$ cat src/rtl/spi_arb_pkg.sv
// spi_arb_pkg: shared types and constants for the SPI monarch arbiter.
// Holds the FSM state enum, the SPI word width and the timeout fill word.
package spi_arb_pkg;

  localparam int SPI_W = 16;

  localparam logic [SPI_W-1:0] TIMEOUT_DATA = 16'hDEAD;

  typedef enum logic [1:0] {
    IDLE,
    ISSUE,
    WAIT,
    RESP
  } arb_state_t;

endpackage

$ cat src/rtl/spi_arb_if.sv
// spi_arb_if: requester bus plus SPI monarch link of the arbiter.
// slave = arbiter view, master = requesters/monarch view.
interface spi_arb_if
  import spi_arb_pkg::*;
#(
  parameter int NUM_REQ = 4
);

  logic [NUM_REQ-1:0]       req;
  logic [NUM_REQ*SPI_W-1:0] req_data;
  logic [NUM_REQ-1:0]       ack;
  logic [SPI_W-1:0]         rsp_data;
  logic                     err;
  logic                     busy;
  logic                     spi_wrt;
  logic [SPI_W-1:0]         spi_wt_data;
  logic                     spi_done;
  logic [SPI_W-1:0]         spi_rd_data;

  modport slave (
    input  req, req_data,
    input  spi_done, spi_rd_data,
    output ack, rsp_data, err, busy,
    output spi_wrt, spi_wt_data
  );

  modport master (
    output req, req_data,
    output spi_done, spi_rd_data,
    input  ack, rsp_data, err, busy,
    input  spi_wrt, spi_wt_data
  );

endinterface

$ cat src/rtl/spi_arb_rr_pick.sv
// rr_pick: combinational round-robin picker, search starts at rr_ptr.
// Ports: req, rr_ptr in; gnt_idx (first requester found), any out.
module rr_pick #(
  parameter int N  = 4,
  parameter int IW = $clog2(N)
) (
  input  logic [N-1:0]  req,
  input  logic [IW-1:0] rr_ptr,
  output logic [IW-1:0] gnt_idx,
  output logic          any
);

  logic [IW-1:0] j;

  // Walk from the farthest slot back to rr_ptr so the
  // nearest requester is the last (winning) assignment.
  always_comb begin
    gnt_idx = '0;
    any     = 1'b0;
    j       = '0;
    for (int k = N - 1; k >= 0; k--) begin
      j = IW'((int'(rr_ptr) + k) % N);
      if (req[j]) begin
        gnt_idx = j;
        any     = 1'b1;
      end
    end
  end

endmodule

$ cat src/rtl/spi_arb.sv
// spi_arb: round-robin sharing of one SPI monarch by NUM_REQ requesters.
// Ports: clk, rst (async, high), bus (spi_arb_if.slave). Option: SPI_ARB_TIMEOUT_EN.
module spi_arb
  import spi_arb_pkg::*;
#(
  parameter int NUM_REQ     = 4,
  parameter int TIMEOUT_CYC = 1024
) (
  input  logic     clk,
  input  logic     rst,
  spi_arb_if.slave bus
);

  localparam int IW = $clog2(NUM_REQ);

  arb_state_t         state;
  logic [IW-1:0]      rr_ptr;
  logic [IW-1:0]      gnt_idx;
  logic [IW-1:0]      pick;
  logic [IW-1:0]      nxt_ptr;
  logic               any;
  logic [SPI_W-1:0]   cmd_q;
  logic [SPI_W-1:0]   rsp_q;
  logic [NUM_REQ-1:0] ack_q;
  logic               wrt_q;
  logic               done_q;
  logic               spi_ready;
  logic               cpl;

`ifdef SPI_ARB_TIMEOUT_EN
  localparam int CW = $clog2(TIMEOUT_CYC);
  logic [CW-1:0] cnt;
  logic          err_q;
  logic          tmo;
  assign tmo     = (cnt == CW'(TIMEOUT_CYC - 1));
  assign bus.err = err_q;
`else
  assign bus.err = 1'b0;
`endif

  rr_pick #(
    .N (NUM_REQ)
  ) u_pick (
    .req     (bus.req),
    .rr_ptr  (rr_ptr),
    .gnt_idx (pick),
    .any     (any)
  );

  // A done level left over from the last frame is not a
  // completion; only a fresh rise counts.
  assign cpl = bus.spi_done & ~done_q;

  assign nxt_ptr = (gnt_idx == IW'(NUM_REQ - 1))
                 ? '0 : gnt_idx + IW'(1);

  assign bus.ack         = ack_q;
  assign bus.rsp_data    = rsp_q;
  assign bus.busy        = (state != IDLE);
  assign bus.spi_wrt     = wrt_q;
  assign bus.spi_wt_data = cmd_q;

  always_ff @(posedge clk or posedge rst) begin
    if (rst) begin
      state     <= IDLE;
      rr_ptr    <= '0;
      gnt_idx   <= '0;
      cmd_q     <= '0;
      rsp_q     <= '0;
      ack_q     <= '0;
      wrt_q     <= 1'b0;
      done_q    <= 1'b0;
      spi_ready <= 1'b0;
`ifdef SPI_ARB_TIMEOUT_EN
      cnt       <= '0;
      err_q     <= 1'b0;
`endif
    end else begin
      done_q    <= bus.spi_done;
      // Monarch may still be mid-frame after a reset:
      // hold off until its done has been seen.
      spi_ready <= spi_ready | bus.spi_done;
      wrt_q     <= 1'b0;
      ack_q     <= '0;
`ifdef SPI_ARB_TIMEOUT_EN
      err_q     <= 1'b0;
`endif
      unique case (state)
        IDLE: begin
          if (any && spi_ready) begin
            gnt_idx <= pick;
            cmd_q   <= bus.req_data[int'(pick)*SPI_W +: SPI_W];
            wrt_q   <= 1'b1;
            state   <= ISSUE;
          end
        end
        ISSUE: begin
`ifdef SPI_ARB_TIMEOUT_EN
          cnt   <= '0;
`endif
          state <= WAIT;
        end
        WAIT: begin
          if (cpl) begin
            rsp_q <= bus.spi_rd_data;
            ack_q <= NUM_REQ'(1) << gnt_idx;
            state <= RESP;
          end
`ifdef SPI_ARB_TIMEOUT_EN
          else if (tmo) begin
            rsp_q     <= TIMEOUT_DATA;
            ack_q     <= NUM_REQ'(1) << gnt_idx;
            err_q     <= 1'b1;
            spi_ready <= 1'b0;
            state     <= RESP;
          end else begin
            cnt <= cnt + CW'(1);
          end
`endif
        end
        RESP: begin
          rr_ptr <= nxt_ptr;
          state  <= IDLE;
        end
        default: state <= IDLE;
      endcase
    end
  end

endmodule

$ cat src/flat_wrapper.sv
// flat-port wrapper written by rule: the top's interface ports become plain ports
module spi_arb_flat import spi_arb_pkg::*;
#(
  parameter int NUM_REQ     = 4,
  parameter int TIMEOUT_CYC = 1024
)
  (clk, rst, bus_req, bus_req_data, bus_spi_done, bus_spi_rd_data, bus_ack, bus_rsp_data, bus_err, bus_busy, bus_spi_wrt, bus_spi_wt_data);
  spi_arb_if #(.NUM_REQ(NUM_REQ)) bus_i ();
  input  logic clk;
  input  logic rst;
  input wire logic [$bits(bus_i.req)-1:0] bus_req;
  input wire logic [$bits(bus_i.req_data)-1:0] bus_req_data;
  input wire logic [$bits(bus_i.spi_done)-1:0] bus_spi_done;
  input wire logic [$bits(bus_i.spi_rd_data)-1:0] bus_spi_rd_data;
  output wire logic [$bits(bus_i.ack)-1:0] bus_ack;
  output wire logic [$bits(bus_i.rsp_data)-1:0] bus_rsp_data;
  output wire logic [$bits(bus_i.err)-1:0] bus_err;
  output wire logic [$bits(bus_i.busy)-1:0] bus_busy;
  output wire logic [$bits(bus_i.spi_wrt)-1:0] bus_spi_wrt;
  output wire logic [$bits(bus_i.spi_wt_data)-1:0] bus_spi_wt_data;
  assign bus_i.req = bus_req;
  assign bus_i.req_data = bus_req_data;
  assign bus_i.spi_done = bus_spi_done;
  assign bus_i.spi_rd_data = bus_spi_rd_data;
  assign bus_ack = bus_i.ack;
  assign bus_rsp_data = bus_i.rsp_data;
  assign bus_err = bus_i.err;
  assign bus_busy = bus_i.busy;
  assign bus_spi_wrt = bus_i.spi_wrt;
  assign bus_spi_wt_data = bus_i.spi_wt_data;
  spi_arb #(.NUM_REQ(NUM_REQ), .TIMEOUT_CYC(TIMEOUT_CYC)) u_core (.clk(clk), .rst(rst), .bus(bus_i));
endmodule
$ cat config.mk
export PLATFORM = sky130hd
export DESIGN_NAME = spi_arb_flat
export DESIGN_NICKNAME = d
export VERILOG_FILES = /design/src/rtl/spi_arb_pkg.sv /design/src/rtl/spi_arb_if.sv /design/src/rtl/spi_arb_rr_pick.sv /design/src/rtl/spi_arb.sv /design/src/flat_wrapper.sv
export SDC_FILE = /design/constraint.sdc
export NUM_CORES = 1
export LEC_CHECK = 0
export ABC_AREA = 1
export BUFFER_PORTS_ARGS = -buffer_cell sky130_fd_sc_hd__buf_2
export CAP_MARGIN = 5
export CORE_MARGIN = 2
export CORE_UTILIZATION = 48
export CTS_BUF_LIST = sky130_fd_sc_hd__clkbuf_4 sky130_fd_sc_hd__clkbuf_8
export DETAILED_ROUTE_END_ITERATION = 10
export GPL_TIMING_DRIVEN = 0
export PLACE_DENSITY = 0.93
export SKIP_CTS_REPAIR_TIMING = 1
export SLEW_MARGIN = 10
export SYNTH_ARGS = -nofsm -noshare
export SYNTH_HDL_FRONTEND = slang
export SYNTH_SLANG_ARGS = --single-unit
$ cat constraint.sdc
create_clock -name clk -period 2.1 [get_ports clk]
set_input_delay 0.63 -clock clk [delete_from_list [all_inputs] [get_ports clk]]
set_output_delay 0.63 -clock clk [all_outputs]
set_load 0.01 [all_outputs]
==> results.md <==
- Element type at the critical path start: register
- Setup TNS: 0 ns
- Final clock period utilization by the worst path: 90.61%
- Peak supply drop: 0.0008268 V
- Met3 wire length: 557 um
- First-pass GRT wire length: 11210 um
- Metal2 WL: 3597 um
- Drt via density: 5.160
- Leakage power: 1.921 nW
- Uppermost layer routed: met4
- Tmin final: 1.903 ns
- Cell Area, Synth: 2641 um^2
- Die footprint: 6112 um^2
- Status: completed
- DP HPWL: 5438 um
- Setup crit end kind: register
- Mapped Nets: 408
- Worst hold path type: input pin to asynchronous set/reset pin
- H-tree Lvls: 2
- Largest net degree at the start of global routing: 33
- Maximum clock path buffer count: 2
- Hold slack: 0.2745 ns
- Total congestion overflow: 0
- PwrDens: 1686 nW/um^2
- Core ar.: 5405 um^2
- Die H: 78.18 um
- Slew Limit Headroom: 65.55%
- Root buf cell: clkbuf_8
- Gate Count Post-Synth: 313
- Final Max Tran Viols: 0
- Worst skew pair latency: 0.30 ns
- Iter 0 DRT Violations: 181
- Row cnt: 27
- GR Util All Layers: 22.68%
- Fmax: 0.5255 GHz
- Yosys warns: 0
- Clock skew: 0.005860 ns
- Multi-input gate area: 1295 um^2
- Flops & latches, synth: 45
- I/O Buffers: 124
- CP max FO: 10
- Critical path data required time: 2.29 ns
- Routed wire length per instance: 13.51 um
- Fillers: 475
- Initial antenna violation count: 0
- Clock Sinks: 45
- Worst-Margin Slew: 0.5167 ns
- Setup CP Type: register to register
- RSZ-0062 raised after global routing: no
- Post-Route WL: 6998 um
- Yosys cell types: 26
- Max capacitance violation total: 0
- Share of cells above drive strength 1: 44.39%
- Register area: 1126 um^2
- Area grow syn2layout: 32.21%
- DRC Markers: 0
- IO Count: 126
- Final hold vios: 0
- Antenna-violating nets left: 0
- Vias in the first global route: 2572
- Clock-pin transition on the worst setup and hold timing paths: 0.08 ns
- Worst EP arrival: 2.09 ns
- Starting Density: 48.87%
- Nets: 540
- Setup-failing EPs final: 0
- CTS buffer count: 5
- Via count: 2673
- DIE WIDTH: 78.18 um
- Metal-1 WL: 2783 um
- Drt first pass iters: 4
- TritonCTS clock tree: built
- Diode count: 0
- Routability cong.: 0.8280
- Seq/Total Area, Yosys: 42.63%
- Avg Cell Area, Syn: 8.439 um^2
[layout make-up]
type	instances	area share [%]
multi-input combinational	230	37.08
clock inverter	2	1.075
sequential	45	32.25
tap	72	2.580
buffer	18	4.013
inverter	20	2.293
clock buffer	6	2.365
timing repair buffer	125	18.34
[kinds of logic after synthesis]
kind of cell	Yosys count	share of synthesized area (%)
flops	45	42.63
buf+inv	38	8.338
xor+xnor	1	0.3317
mux	16	6.821
fa+ha+maj	8	3.790
simple gates	195	36.10
compound gates	9	1.847
other cells	1	0.1420
[final timing paths]
check,from,endpoint,slack (ns),cells past startpoint
max,u_core.rr_ptr[0],u_core.bus.spi_wt_data[12],0.20,12
min reg2reg,u_core.bus.spi_wt_data[11],u_core.bus.spi_wt_data[11],0.49,2
min in group clk,bus_spi_done,u_core.done_q,0.46,1
max in group asynchronous,rst,u_core.gnt_idx[0],1.36,3
min,rst,u_core.bus.rsp_data[8],0.27,2
max reg2reg,u_core.rr_ptr[0],u_core.bus.spi_wt_data[12],0.20,12
[worst max-delay path, cell delays in order, from the launching register on]
cell     delay, ns
dfrtp_1       0.40
buf_6         0.15
xnor2_1       0.21
nand2_1       0.12
nand3_2       0.10
nand2_1       0.07
nand2_2       0.12
nand2_2       0.12
buf_4         0.20
nand2_1       0.06
nand3_1       0.08
nand3_1       0.10
nand2_1       0.06
[cells in the final DEF (no fill, tap or decap), types with 5 or more instances in the layout]
master,count
clkbuf_8,6
ha_1,8
buf_4,5
buf_2,130
nand2_1,77
mux2_2,16
dfrtp_1,45
nor2_1,6
nand2_2,17
nand3_2,5
nand3_1,85
inv_1,15
[routing by layer]
layer / vias up / global-route usage, %
met5: - / 0
met4: 0 / 5.614
met3: 6 / 5.057
met2: 133 / 42.41
met1: 1251 / 26.16
li1: 1283 / -
[metrics by stage]
step | setup slack, ns | utilization [%] | power, mW | cells | instance area (um^2)
final | 0.1972 | 64.61 | 5.889 | 518 | 3492
after global routing | 0.06852 | 64.61 | 6.392 | 518 | 3492
after CTS | 0.1970 | 64.61 | 5.913 | 518 | 3492
after detailed placement | -0.05010 | 62.38 | 5.207 | 510 | 3372
after global placement | -0.1264 | 62.01 | 5.055 | 509 | 3352
after floorplan | 0.3347 | - | 4.166 | 313 | 2641
[synthesized netlist by cell type]
cell type,instances,share of area [%]
buf_6,4,1.7
buf_2,6,1.1
o21ai_1,3,0.57
dfrtp_1,45,43
buf_4,5,1.4
nand2_1,77,11
o21ai_2,1,0.33
inv_2,3,0.43
mux2_2,16,6.8
nand3b_2,1,0.43
nand3_1,85,16
nor2_4,2,0.85
xnor2_1,1,0.33
nor2_8,1,0.76
or2_2,1,0.24
buf_12,1,0.76
a21oi_1,1,0.19
clkbuf_1,2,0.28
nor2_1,6,0.85
o21ai_0,4,0.76
inv_6,1,0.33
inv_1,16,2.3
ha_1,8,3.8
conb_1,1,0.14
nand2_2,17,4.0
nand3_2,5,1.9
[power by group]
| part | leakage, nW | internal (mW) | switching, mW |
|---|---|---|---|
| combinational | 1.31 | 1.49 | 2.23 |
| sequential | 0.552 | 1.26 | 0.228 |
| clock | 0.0574 | 0.387 | 0.295 |
| total | 1.92 | 3.14 | 2.75 |
[flip-flops by register name, summed over array words and instances (netlist names)]
signal and count:
u_core.bus.ack 4, u_core.bus.rsp_data 16, u_core.bus.spi_wrt 1, u_core.bus.spi_wt_data 16, u_core.done_q 1, u_core.gnt_idx 2
u_core.rr_ptr 2, u_core.spi_ready 1, u_core.state 2
Power figures use the tool's default switching activity.
